File: src/rtl/cfg_stream_loader_if.sv
// Byte-stream handshake between the host-side byte source and cfg_stream_loader.
// The master presents s_data/s_valid; the loader answers with s_ready.
interface cfg_stream_loader_if;
  logic [7:0] s_data;
  logic       s_valid;
  logic       s_ready;

  modport master (output s_data, output s_valid, input s_ready);
  modport slave  (input s_data, input s_valid, output s_ready);
endinterface

File: src/rtl/cfg_stream_loader.sv
// Serial configuration loader: takes bytes over a valid/ready stream and shifts them LSB-first
// into the cluster programming chain. Optional build macro CFG_CRC_EN adds CRC check and readback CRC.
module cfg_stream_loader #(
  parameter int CHAIN_LEN = 168,
  parameter int CLK_DIV   = 2,
  parameter int CNT_W     = 16
) (
  input  logic                clk,
  input  logic                rst_n,
  input  logic                start,
  input  logic                abort,
  cfg_stream_loader_if.slave  bus,
  output logic                prog_clk,
  output logic                prog_en,
  output logic                prog_in,
  input  logic                prog_out,
  output logic                busy,
  output logic                done,
  output logic                err
`ifdef CFG_CRC_EN
  ,
  output logic [7:0]          readback_crc
`endif
);

  localparam int DIV_W = (CLK_DIV > 1) ? $clog2(CLK_DIV) : 1;
  localparam logic [DIV_W-1:0] DIV_LAST = DIV_W'(CLK_DIV - 1);
  localparam logic [CNT_W-1:0] BIT_LAST = CNT_W'(CHAIN_LEN - 1);

  typedef enum logic [2:0] {
    IDLE,
    FETCH,
    SHIFT_LO,
    SHIFT_HI,
    DONE
`ifdef CFG_CRC_EN
    ,
    CRC_WAIT
`endif
  } state_t;

  state_t           state;
  logic [CNT_W-1:0] bit_cnt;
  logic [2:0]       byte_bits;
  logic [DIV_W-1:0] div_cnt;
  logic [7:0]       shreg;

`ifdef CFG_CRC_EN
  logic [7:0] crc;

  // CRC-8, polynomial x^8+x^2+x+1, one bit per call, MSB-first register.
  function automatic logic [7:0] crc8_step(input logic [7:0] c, input logic b);
    logic fb;
    fb = c[7] ^ b;
    return {c[6:0], 1'b0} ^ (fb ? 8'h07 : 8'h00);
  endfunction
`else
  logic unused_prog_out;
  assign unused_prog_out = prog_out;
`endif

  always_ff @(posedge clk or negedge rst_n) begin
    if (!rst_n) begin
      state       <= IDLE;
      bit_cnt     <= '0;
      byte_bits   <= '0;
      div_cnt     <= '0;
      shreg       <= '0;
      bus.s_ready <= 1'b0;
      prog_clk    <= 1'b0;
      prog_en     <= 1'b0;
      prog_in     <= 1'b0;
      busy        <= 1'b0;
      done        <= 1'b0;
      err         <= 1'b0;
`ifdef CFG_CRC_EN
      crc          <= '0;
      readback_crc <= '0;
`endif
    end else if (abort) begin
      // Abort wins over everything, including a coincident start.
      state       <= IDLE;
      div_cnt     <= '0;
      bus.s_ready <= 1'b0;
      prog_clk    <= 1'b0;
      prog_en     <= 1'b0;
      prog_in     <= 1'b0;
      busy        <= 1'b0;
      done        <= 1'b0;
      if (busy) err <= 1'b1;
    end else begin
      unique case (state)
        IDLE, DONE: begin
          if (start) begin
            state       <= FETCH;
            err         <= 1'b0;
            bit_cnt     <= '0;
            div_cnt     <= '0;
            prog_en     <= 1'b1;
            bus.s_ready <= 1'b1;
            busy        <= 1'b1;
            done        <= 1'b0;
`ifdef CFG_CRC_EN
            crc          <= '0;
            readback_crc <= '0;
`endif
          end
        end

        FETCH: begin
          if (bus.s_valid && bus.s_ready) begin
            shreg       <= bus.s_data;
            byte_bits   <= '0;
            prog_in     <= bus.s_data[0];
            bus.s_ready <= 1'b0;
            div_cnt     <= '0;
            state       <= SHIFT_LO;
          end
        end

        SHIFT_LO: begin
          prog_in <= shreg[0];
          if (div_cnt == DIV_LAST) begin
            div_cnt  <= '0;
            prog_clk <= 1'b1;
            state    <= SHIFT_HI;
`ifdef CFG_CRC_EN
            // Chain output still shows the pre-shift bit on this edge.
            readback_crc <= crc8_step(readback_crc, prog_out);
`endif
          end else begin
            div_cnt <= div_cnt + 1'b1;
          end
        end

        SHIFT_HI: begin
          if (div_cnt == DIV_LAST) begin
            div_cnt   <= '0;
            prog_clk  <= 1'b0;
            bit_cnt   <= bit_cnt + 1'b1;
            byte_bits <= byte_bits + 1'b1;
            shreg     <= {1'b0, shreg[7:1]};
`ifdef CFG_CRC_EN
            crc <= crc8_step(crc, prog_in);
`endif
            if (bit_cnt == BIT_LAST) begin
`ifdef CFG_CRC_EN
              state       <= CRC_WAIT;
              bus.s_ready <= 1'b1;
`else
              state   <= DONE;
              prog_en <= 1'b0;
              prog_in <= 1'b0;
              busy    <= 1'b0;
              done    <= 1'b1;
`endif
            end else if (byte_bits == 3'd7) begin
              state       <= FETCH;
              bus.s_ready <= 1'b1;
            end else begin
              // Next bit is launched together with the falling edge.
              state   <= SHIFT_LO;
              prog_in <= shreg[1];
            end
          end else begin
            div_cnt <= div_cnt + 1'b1;
          end
        end

`ifdef CFG_CRC_EN
        CRC_WAIT: begin
          if (bus.s_valid && bus.s_ready) begin
            if (bus.s_data != crc) err <= 1'b1;
            state       <= DONE;
            bus.s_ready <= 1'b0;
            prog_en     <= 1'b0;
            prog_in     <= 1'b0;
            busy        <= 1'b0;
            done        <= 1'b1;
          end
        end
`endif

        default: state <= IDLE;
      endcase
    end
  end

endmodule

File: src/flat_wrapper.sv
// flat-port wrapper written by rule: the top's interface ports become plain ports
module cfg_stream_loader_flat 
#(
  parameter int CHAIN_LEN = 168,
  parameter int CLK_DIV   = 2,
  parameter int CNT_W     = 16
)
  (clk, rst_n, start, abort, prog_clk, prog_en, prog_in, prog_out, busy, done, err, bus_s_data, bus_s_valid, bus_s_ready);
  cfg_stream_loader_if bus_i ();
  input  logic clk;
  input  logic rst_n;
  input  logic start;
  input  logic abort;
  output logic prog_clk;
  output logic prog_en;
  output logic prog_in;
  input  logic prog_out;
  output logic busy;
  output logic done;
  output logic err;
  input wire logic [$bits(bus_i.s_data)-1:0] bus_s_data;
  input wire logic [$bits(bus_i.s_valid)-1:0] bus_s_valid;
  output wire logic [$bits(bus_i.s_ready)-1:0] bus_s_ready;
  assign bus_i.s_data = bus_s_data;
  assign bus_i.s_valid = bus_s_valid;
  assign bus_s_ready = bus_i.s_ready;
  cfg_stream_loader #(.CHAIN_LEN(CHAIN_LEN), .CLK_DIV(CLK_DIV), .CNT_W(CNT_W)) u_core (.clk(clk), .rst_n(rst_n), .start(start), .abort(abort), .bus(bus_i), .prog_clk(prog_clk), .prog_en(prog_en), .prog_in(prog_in), .prog_out(prog_out), .busy(busy), .done(done), .err(err));
endmodule
File: config.mk
export PLATFORM = sky130hd
export DESIGN_NAME = cfg_stream_loader_flat
export DESIGN_NICKNAME = d
export VERILOG_FILES = /design/src/rtl/cfg_stream_loader_if.sv /design/src/rtl/cfg_stream_loader.sv /design/src/flat_wrapper.sv
export SDC_FILE = /design/constraint.sdc
export NUM_CORES = 1
export LEC_CHECK = 0
export CAP_MARGIN = 20
export CORE_MARGIN = 2
export CORE_UTILIZATION = 59
export DETAILED_ROUTE_END_ITERATION = 8
export HOLD_SLACK_MARGIN = 0.08
export PLACE_DENSITY_LB_ADDON = 0.12
export SYNTH_ARGS = -nofsm -noshare
export SYNTH_HDL_FRONTEND = slang
export SYNTH_SLANG_ARGS = --single-unit
File: constraint.sdc
create_clock -name clk -period 5.2 [get_ports clk]
set_input_delay 1.04 -clock clk [delete_from_list [all_inputs] [get_ports clk]]
set_output_delay 1.04 -clock clk [all_outputs]
set_load 0.05 [all_outputs]
==> flow_summary.ini, run 1 <==
[run_status]
status = complete, no violations

[synth]
yosys.area.top_type = dfrtp_1
synth_top_area_share_pct = 45.1
yosys-top-cells-count = dfrtp_1 (37), nor2_1 (28), nand2_1 (15)
synth.most_common_cell = dfrtp_1
syn-instance-count = 210
synth_warnings = 0
async_flop_share_pct = 100
synth_flop_cell = dfrtp_1
postSynthRegisterBits = 37
synthesis.area_sq_um = 2050
synth_edf_count = 0
syn_area_per_cell_sq_um = 9.78
synth.distinct_cells = 43
ys_top_cells_by_area = dfrtp_1 (45%), nor2_1 (5.1%), xor2_1 (4.7%)
syn-num-nets = 227
ys_seq_area_share_pct = 45.1

[power]
leakage_uw = 0.00103
intPower_uw = 573
p_total_uw = 943
power_frac_clock_pct = 18.3
pwr-share-seq_pct = 45.5
netSwitchingPower_uw = 370
powerDensity_nw_per_um2 = 404
p_sw_share_pct = 39.3
ir_worst_vdd_mv = 0.291
p_comb_share_pct = 36.2

[min_path]
min-delay-start = u_core.byte_bits[0]
holdPathStages = 1
hold_end = u_core.byte_bits[0]
hold_class = reg2reg

[grt]
grt_usage_pct = 24.0
grt_max_degree = 38
grt_pass1_wl_um = 7520
grt_pass1_vias = 1586
antenna_found_initial = 0
overflow = 0

[sta]
max_freq_ghz = 0.322
period_share_pct = 59.7
maxSlewHeadroom_pct = 53.7
rsz0062_at_grt = no
drv_slew = 0
hold_viol = 0
skew_ns = 0.0150
setup_viol = 0
worstMarginPinSlew_ns = 0.692
min_period_ns = 3.10
finalSetupTns_ns = 0

[floorplanning]
die_h_um = 63.0
die_width_um = 63.0
start_util_pct = 61.5
ios = 21
die-area_sq_um = 3970
core_sq_um = 3340
num_rows = 21

[clock_network]
cts_tree = built
holdBufCountCts = 0
clk_pin_slew_ns = 0.12
clock-sinks = 37
post-cts-setup-buffers = 0
htree_levels = 2
cts.repair.resized = 0
clockBufferDepth = 2
cts_buffers = 5
cts_root_buffer = clkbuf_4
clk_latency_ns = 0.35

[worst_setup_path]
crit_type = in2reg
cp-start-kind = input port
endpoint_kind = flip-flop
worstPathArrival_ns = 3.35
crit_required_ns = 5.45
r2r_setup_slack_ns = 3.07
reg2reg_from = u_core.state[0]
worstRegToRegCells = 5
crit_fanout = 18
reg2reg_to = u_core.bit_cnt[15]

[placement]
dp_hpwl_um = 2960
gp_congestion = 0.914
numPortBuffers = 19

[route]
wire_per_inst_um = 15.0
dr.pass1.iters = 4
drt_iter0_drc = 210
routed_wl_um = 4130
drt-vias-per-instance = 5.88
drcViolationCount = 0
ant_nets = 0
num_vias = 1616

[final_layout]
fill_cells = 276
synthToLayoutAreaGrowth_pct = 13.7
diodes = 0
nets = 245
drive_above_1_share_pct = 9.17

[job]
cap_violations = 0
==> routing by layer <==
layer	wire length, um	share of wire (%)	global-route usage (%)
met3	181	4.4	7.03
met5	0	0	0
met2	2000	48	36.8
met1	1880	46	33.0
met4	68	1.6	7.22
==> stage by stage <==
stage	worst slack (ns)	area [sq um]	hold WS [ns]	std cells	util, %
2_1_floorplan	2.70	2050	0.446	210	-
3_3_place_gp	1.79	2260	0.459	267	67.9
3_5_place_dp	1.75	2260	0.467	267	67.9
4_1_cts	2.13	2330	0.480	275	70.0
5_1_grt	2.04	2330	0.513	275	70.0
6_report	2.10	2330	0.486	275	70.0
==> final cells by class <==
cell class	instances	area (sq um)	share of cell area, %
multi-input combinational	157	1050	45.1
sequential	37	926	39.7
timing repair buffer	21	205	8.79
clock inverter	1	5.00	0.214
tap	46	57.6	2.47
inverter	6	22.5	0.965
clock buffer	7	65.1	2.79
==> layout by cell type (no fill, tap or decap), types with 4 or more instances in the layout <==
cell type	n
nand2_1	15
inv_1	6
xnor2_1	4
o21ai_0	8
a21oi_1	14
mux2i_1	8
clkbuf_4	5
dfrtp_1	37
xor2_1	11
nor2_1	28
nand3_1	7
nand4_1	5
nor3_1	5
nor4_1	5
clkdlybuf4s50_1	19
a31oi_1	4
==> critical path, stage by stage <==
cell and delay, ns:
clkdlybuf4s50_1 0.92, nand2b_2 0.35, nor4b_2 0.10, o31a_1 0.33, a211oi_1 0.25, mux2_2 0.36
==> cells by family (layout without fill, tap and decap cells) <==
logic type	after synthesis	count (layout)	synth area share (%)
adder cells (fa/ha/maj)	3	3	1.83
flip-flops	37	37	45.1
multiplexers	11	11	5.55
XOR/XNOR	15	15	6.40
AND/OR/NAND/NOR	88	88	24.4
AO/OA/AOI/OAI	40	40	13.1
buffers and inverters	16	35	3.59
==> state kept, by name, summed over array words and instances (netlist names) <==
name and flops:
u_core.state 3, u_core.shreg 8, u_core.div_cnt 1, u_core.byte_bits 3, u_core.err 1, u_core.busy 1, u_core.done 1, u_core.prog_in 1
u_core.bit_cnt 16, u_core.bus.s_ready 1, u_core.prog_clk 1
==> power groups by stage <==
stage	logic [uW]	registers, uW	clock network [uW]
finish	341	430	173
global placement	329	428	0
detailed placement	340	436	0
CTS	342	429	176
floorplan	231	449	0
global route	377	443	193
==> worst max path at each step <==
| stage | start | to | slack [ns] | depth (start not counted) |
|---|---|---|---|---|
| 5_1_grt | abort | u_core.bus.s_ready | 2.04 | 6 |
| 6_report | abort | u_core.bus.s_ready | 2.10 | 6 |
| 3_5_place_dp | abort | u_core.bus.s_ready | 1.75 | 6 |
| 2_1_floorplan | abort | u_core.bus.s_ready | 2.70 | 6 |
| 4_1_cts | abort | u_core.bus.s_ready | 2.13 | 6 |
| 3_3_place_gp | abort | u_core.bus.s_ready | 1.79 | 6 |
Power figures use the tool's default switching activity.
==> run 2, diff against run 1 <==
--- a/config.mk
+++ b/config.mk
@@ -7,7 +7,7 @@
 export LEC_CHECK = 0
 export CAP_MARGIN = 20
 export CORE_MARGIN = 2
-export CORE_UTILIZATION = 59
+export CORE_UTILIZATION = 56
 export DETAILED_ROUTE_END_ITERATION = 8
 export HOLD_SLACK_MARGIN = 0.08
 export PLACE_DENSITY_LB_ADDON = 0.12
==> constraint.sdc (replaced) <==
create_clock -name clk -period 3.2 [get_ports clk]
set_input_delay 0.64 -clock clk [delete_from_list [all_inputs] [get_ports clk]]
set_output_delay 0.64 -clock clk [all_outputs]
set_load 0.05 [all_outputs]
==> flow_summary.ini, run 2 (same netlist as run 1, synthesis figures left out) <==
[worst_setup_path]
startpoint = start
r2r_setup_slack_ns = 1.01
cp-start-kind = input port
crit_required_ns = 3.45
reg2reg_to = u_core.bus.s_ready
crit_type = in2reg
endpoint_kind = flip-flop
worstPathArrival_ns = 2.50
crit_end = u_core.bit_cnt[15]
crit_fanout = 5
reg2reg_from = u_core.state[2]
worstRegToRegCells = 5

[clock_network]
cts_tree = built
post-cts-setup-buffers = 0
clk_latency_ns = 0.36
cts_buffers = 5
clockBufferDepth = 2
htree_levels = 2
cts.repair.resized = 0
clock-sinks = 37
cts_root_buffer = clkbuf_4
clk_pin_slew_ns = 0.12
holdBufCountCts = 0

[floorplanning]
ios = 21
die-area_sq_um = 4170
num_rows = 21
core_sq_um = 3420
start_util_pct = 60.1
die_h_um = 64.6
die_width_um = 64.6

[job]
cap_violations = 0

[sta]
finalSetupTns_ns = 0
setup_ws_ns = 0.949
min_period_ns = 2.25
worstMarginPinSlew_ns = 0.636
drv_slew = 0
maxSlewHeadroom_pct = 57.5
setup_viol = 0
rsz0062_at_grt = no
skew_ns = 0.0172
period_share_pct = 70.3
hold_viol = 0
max_freq_ghz = 0.444

[grt]
overflow = 0
grt_max_degree = 38
grt_pass1_wl_um = 7400
grt_pass1_vias = 1583
antenna_found_initial = 0
grt_usage_pct = 23.2

[min_path]
hold_class = reg2reg
min-delay-start = u_core.byte_bits[0]

[final_layout]
multi_input_comb_area_sq_um = 1050
fill_cells = 288
reg_top3 = u_core.bit_cnt x16, u_core.shreg x8
diodes = 0
utilization_pct = 68.1
seqCellArea_sq_um = 926
largest-register = u_core.bit_cnt
largest_reg_flops = 16
drive_above_1_share_pct = 9.57
layout_common_cells = dfrtp_1 (37), nor2_1 (28), clkdlybuf4s50_1 (19)
final_common_cell = dfrtp_1
nets = 246
synthToLayoutAreaGrowth_pct = 13.3

[power]
leakage_uw = 0.00103
p_total_uw = 1500
powerDensity_nw_per_um2 = 645
ir_worst_vdd_mv = 0.445

[placement]
gp_congestion = 0.925
numPortBuffers = 19
dp_hpwl_um = 2910
place_ws_ns = 0.609

[route]
num_vias = 1635
drcViolationCount = 0
drt-vias-per-instance = 5.92
dr.pass1.iters = 4
drt_iter0_drc = 142
wire_per_inst_um = 15.2
ant_nets = 0
routed_wl_um = 4190

[run_status]
status = complete, no violations
==> run 2: cell count changes in the layout (fill, tap and decap cells not counted), sizes merged <==
cell	previous run	this run
clkbuf	7	5
buf	2	3
clkinv	1	2
clkinvlp	0	1
==> run 2: final cells by class <==
class	count	share of cell area, %
Multi-Input combinational cell	157	45.3
Sequential cell	37	39.8
Timing Repair Buffer	22	9.14
Tap cell	46	2.47
Clock buffer	5	1.61
Inverter	6	0.968
Clock inverter	3	0.753
==> run 2: worst min path at each step <==
stage	depth (start not counted)	slack [ns]	endpoint
floorplan	0	0.34	u_core.bit_cnt[0]
global placement	1	0.46	u_core.byte_bits[0]
detailed placement	1	0.51	u_core.bit_cnt[1]
CTS	1	0.54	u_core.byte_bits[0]
global route	1	0.57	u_core.byte_bits[0]
finish	1	0.52	u_core.byte_bits[0]
==> run 2: report_power, final <==
part           switching, uW  internal (uW)
Clock                    163           82.8
Sequential               120            577
Combinational            331            227
Total                    614            887
==> run 2: worst max-delay path, cell delays in order <==
cell	delay, ns
clkdlybuf4s50_1	0.51
or3b_1	0.45
a2111oi_4	0.49
nand4_1	0.17
xor2_1	0.17
nor2_1	0.05
==> run 2: per-layer routing <==
| layer | vias to the layer above | wire length [um] | GRT usage, % |
|---|---|---|---|
| met4 | 0 | 38 | 7.45 |
| met2 | 64 | 2020 | 37.6 |
| li1 | 788 | - | - |
| met3 | 5 | 259 | 5.56 |
| met5 | - | 0 | 0 |
| met1 | 778 | 1880 | 30.7 |
==> run 2: per-stage QoR <==
step	cells	hold WS (ns)	instance area, sq um
after floorplan	210	0.344	2050
final	276	0.523	2330
after global placement	268	0.460	2270
after detailed placement	268	0.511	2270
after CTS	276	0.541	2330
after global routing	276	0.572	2330
==> run 3, diff against run 2 <==
==> constraint.sdc (replaced) <==
create_clock -name clk -period 2.2 [get_ports clk]
set_input_delay 0.44 -clock clk [delete_from_list [all_inputs] [get_ports clk]]
set_output_delay 0.44 -clock clk [all_outputs]
set_load 0.05 [all_outputs]
==> flow_summary.ini, run 3 (same netlist as run 1, synthesis figures left out) <==
[placement]
dp_hpwl_um = 3130
place_inst = 284
gp_congestion = 0.918
place_ws_ns = -0.0855
numPortBuffers = 19

[worst_setup_path]
path_cells = or3b_1 -> a2111oi_4 -> nand4_1 -> xor2_1 -> nor2_1
crit_path_max_incr_delay_ns = 0.56
slowest_stage = dfrtp_1
crit_type = reg2reg
crit_fanout = 13
endpoint_kind = flip-flop
timing.critical_path.buf_inv = 0
path_delay_family = simple AND/OR/NAND/NOR gates
cp-start-kind = flip-flop
worstPathArrival_ns = 2.26
crit_required_ns = 2.43

[route]
drt-vias-per-instance = 5.80
routed_wl_um = 4360
num_vias = 1688
ant_nets = 0
wire_per_inst_um = 15.0
drt_iter0_drc = 112
dr.pass1.iters = 4
drcViolationCount = 0

[final_layout]
diodes = 0
final_common_cell = dfrtp_1
largest_reg_flops = 16
nets = 262
utilization_pct = 71.6
largest-register = u_core.bit_cnt
stdcell_count = 291
reg_top3 = u_core.bit_cnt x16, u_core.shreg x8
drive_above_1_share_pct = 14.7
fill_cells = 263
synthToLayoutAreaGrowth_pct = 19.2
layout_common_cells = dfrtp_1 (37), nor2_1 (28), clkdlybuf4s50_1 (19), buf_4 (19), nand2_1 (15)

[power]
leakage_uw = 0.00111
ir_worst_vdd_mv = 0.533
powerDensity_nw_per_um2 = 924

[clock_network]
cts_root_buffer = clkbuf_4
htree_levels = 2
cts_buffers = 5
post-cts-setup-buffers = 0
cts_tree = built
cts.repair.resized = 0
clk_latency_ns = 0.34
clk_pin_slew_ns = 0.11
clockBufferDepth = 2
clock-sinks = 37
holdBufCountCts = 0

[sta]
period_share_pct = 91.9
max_freq_ghz = 0.494
setup_ws_ns = 0.177
setup_viol = 0
skew_ns = 0.00851
min_period_ns = 2.02
drv_slew = 0
hold_viol = 0
maxSlewHeadroom_pct = 66.9
rsz0062_at_grt = no
worstMarginPinSlew_ns = 0.494
finalSetupTns_ns = 0
holdWs_ns = 0.480

[min_path]
hold_class = reg2reg

[floorplanning]
core_sq_um = 3420
die_h_um = 64.6
die_width_um = 64.6
num_rows = 21
ios = 21
start_util_pct = 60.1
die-area_sq_um = 4170

[grt]
grt_usage_pct = 23.6
grt_max_degree = 38
overflow = 0
grt_pass1_wl_um = 7560
antenna_found_initial = 0
grt_pass1_vias = 1608

[run_status]
status = complete, no violations

[job]
cap_violations = 0
-- run 3: metrics by stage --
step                      total power [uW]  cell area [sq um]
final                                 2260               2450
after global routing                  2410               2450
after CTS                             2280               2450
after detailed placement              1910               2390
after global placement                1880               2390
after floorplan                       1610               2050
-- run 3: routing by layer --
layer	wire (um)	share of wire (%)	track usage, %	vias up
li1	-	-	-	822
met1	2030	46	32.0	802
met2	2020	46	36.8	55
met3	234	5.4	6.42	9
met4	75	1.7	7.71	0
met5	0	0	0	-
-- run 3: final timing paths --
kind / from / end / slack, ns / depth (start not counted)
max in group asynchronous: rst_n / u_core.shreg[1] / 1.37 / 2
worst max register to register: u_core.state[1] / u_core.bit_cnt[15] / 0.18 / 5
worst min register to register: u_core.byte_bits[0] / u_core.byte_bits[0] / 0.48 / 1
min in group asynchronous: rst_n / u_core.state[1] / 0.51 / 2
worst max-delay path: u_core.state[1] / u_core.bit_cnt[15] / 0.18 / 5
worst min-delay path: u_core.byte_bits[0] / u_core.byte_bits[0] / 0.48 / 1
-- run 3: worst reg2reg max path: stages (launching register included) --
cell	delay, ns
dfrtp_1	0.56
or3b_1	0.50
a2111oi_4	0.46
nand4_1	0.17
xor2_1	0.17
nor2_1	0.05
-- run 3: cell type report --
| type | instances | area (sq um) | share of cell area (%) |
|---|---|---|---|
| multi-input cells | 157 | 1050 | 43.0 |
| inverters | 6 | 22.5 | 0.920 |
| well taps | 46 | 57.6 | 2.35 |
| repair buffers | 38 | 333 | 13.6 |
| flip-flops and latches | 37 | 926 | 37.8 |
| clock buffers | 7 | 55.1 | 2.25 |
-- run 3: power breakdown --
| group | internal, uW | leakage (uW) | total [uW] | switching [uW] |
|---|---|---|---|---|
| clock network | 151 | 0.0000314 | 361 | 210 |
| registers | 840 | 0.000484 | 994 | 154 |
| logic | 395 | 0.000593 | 905 | 510 |
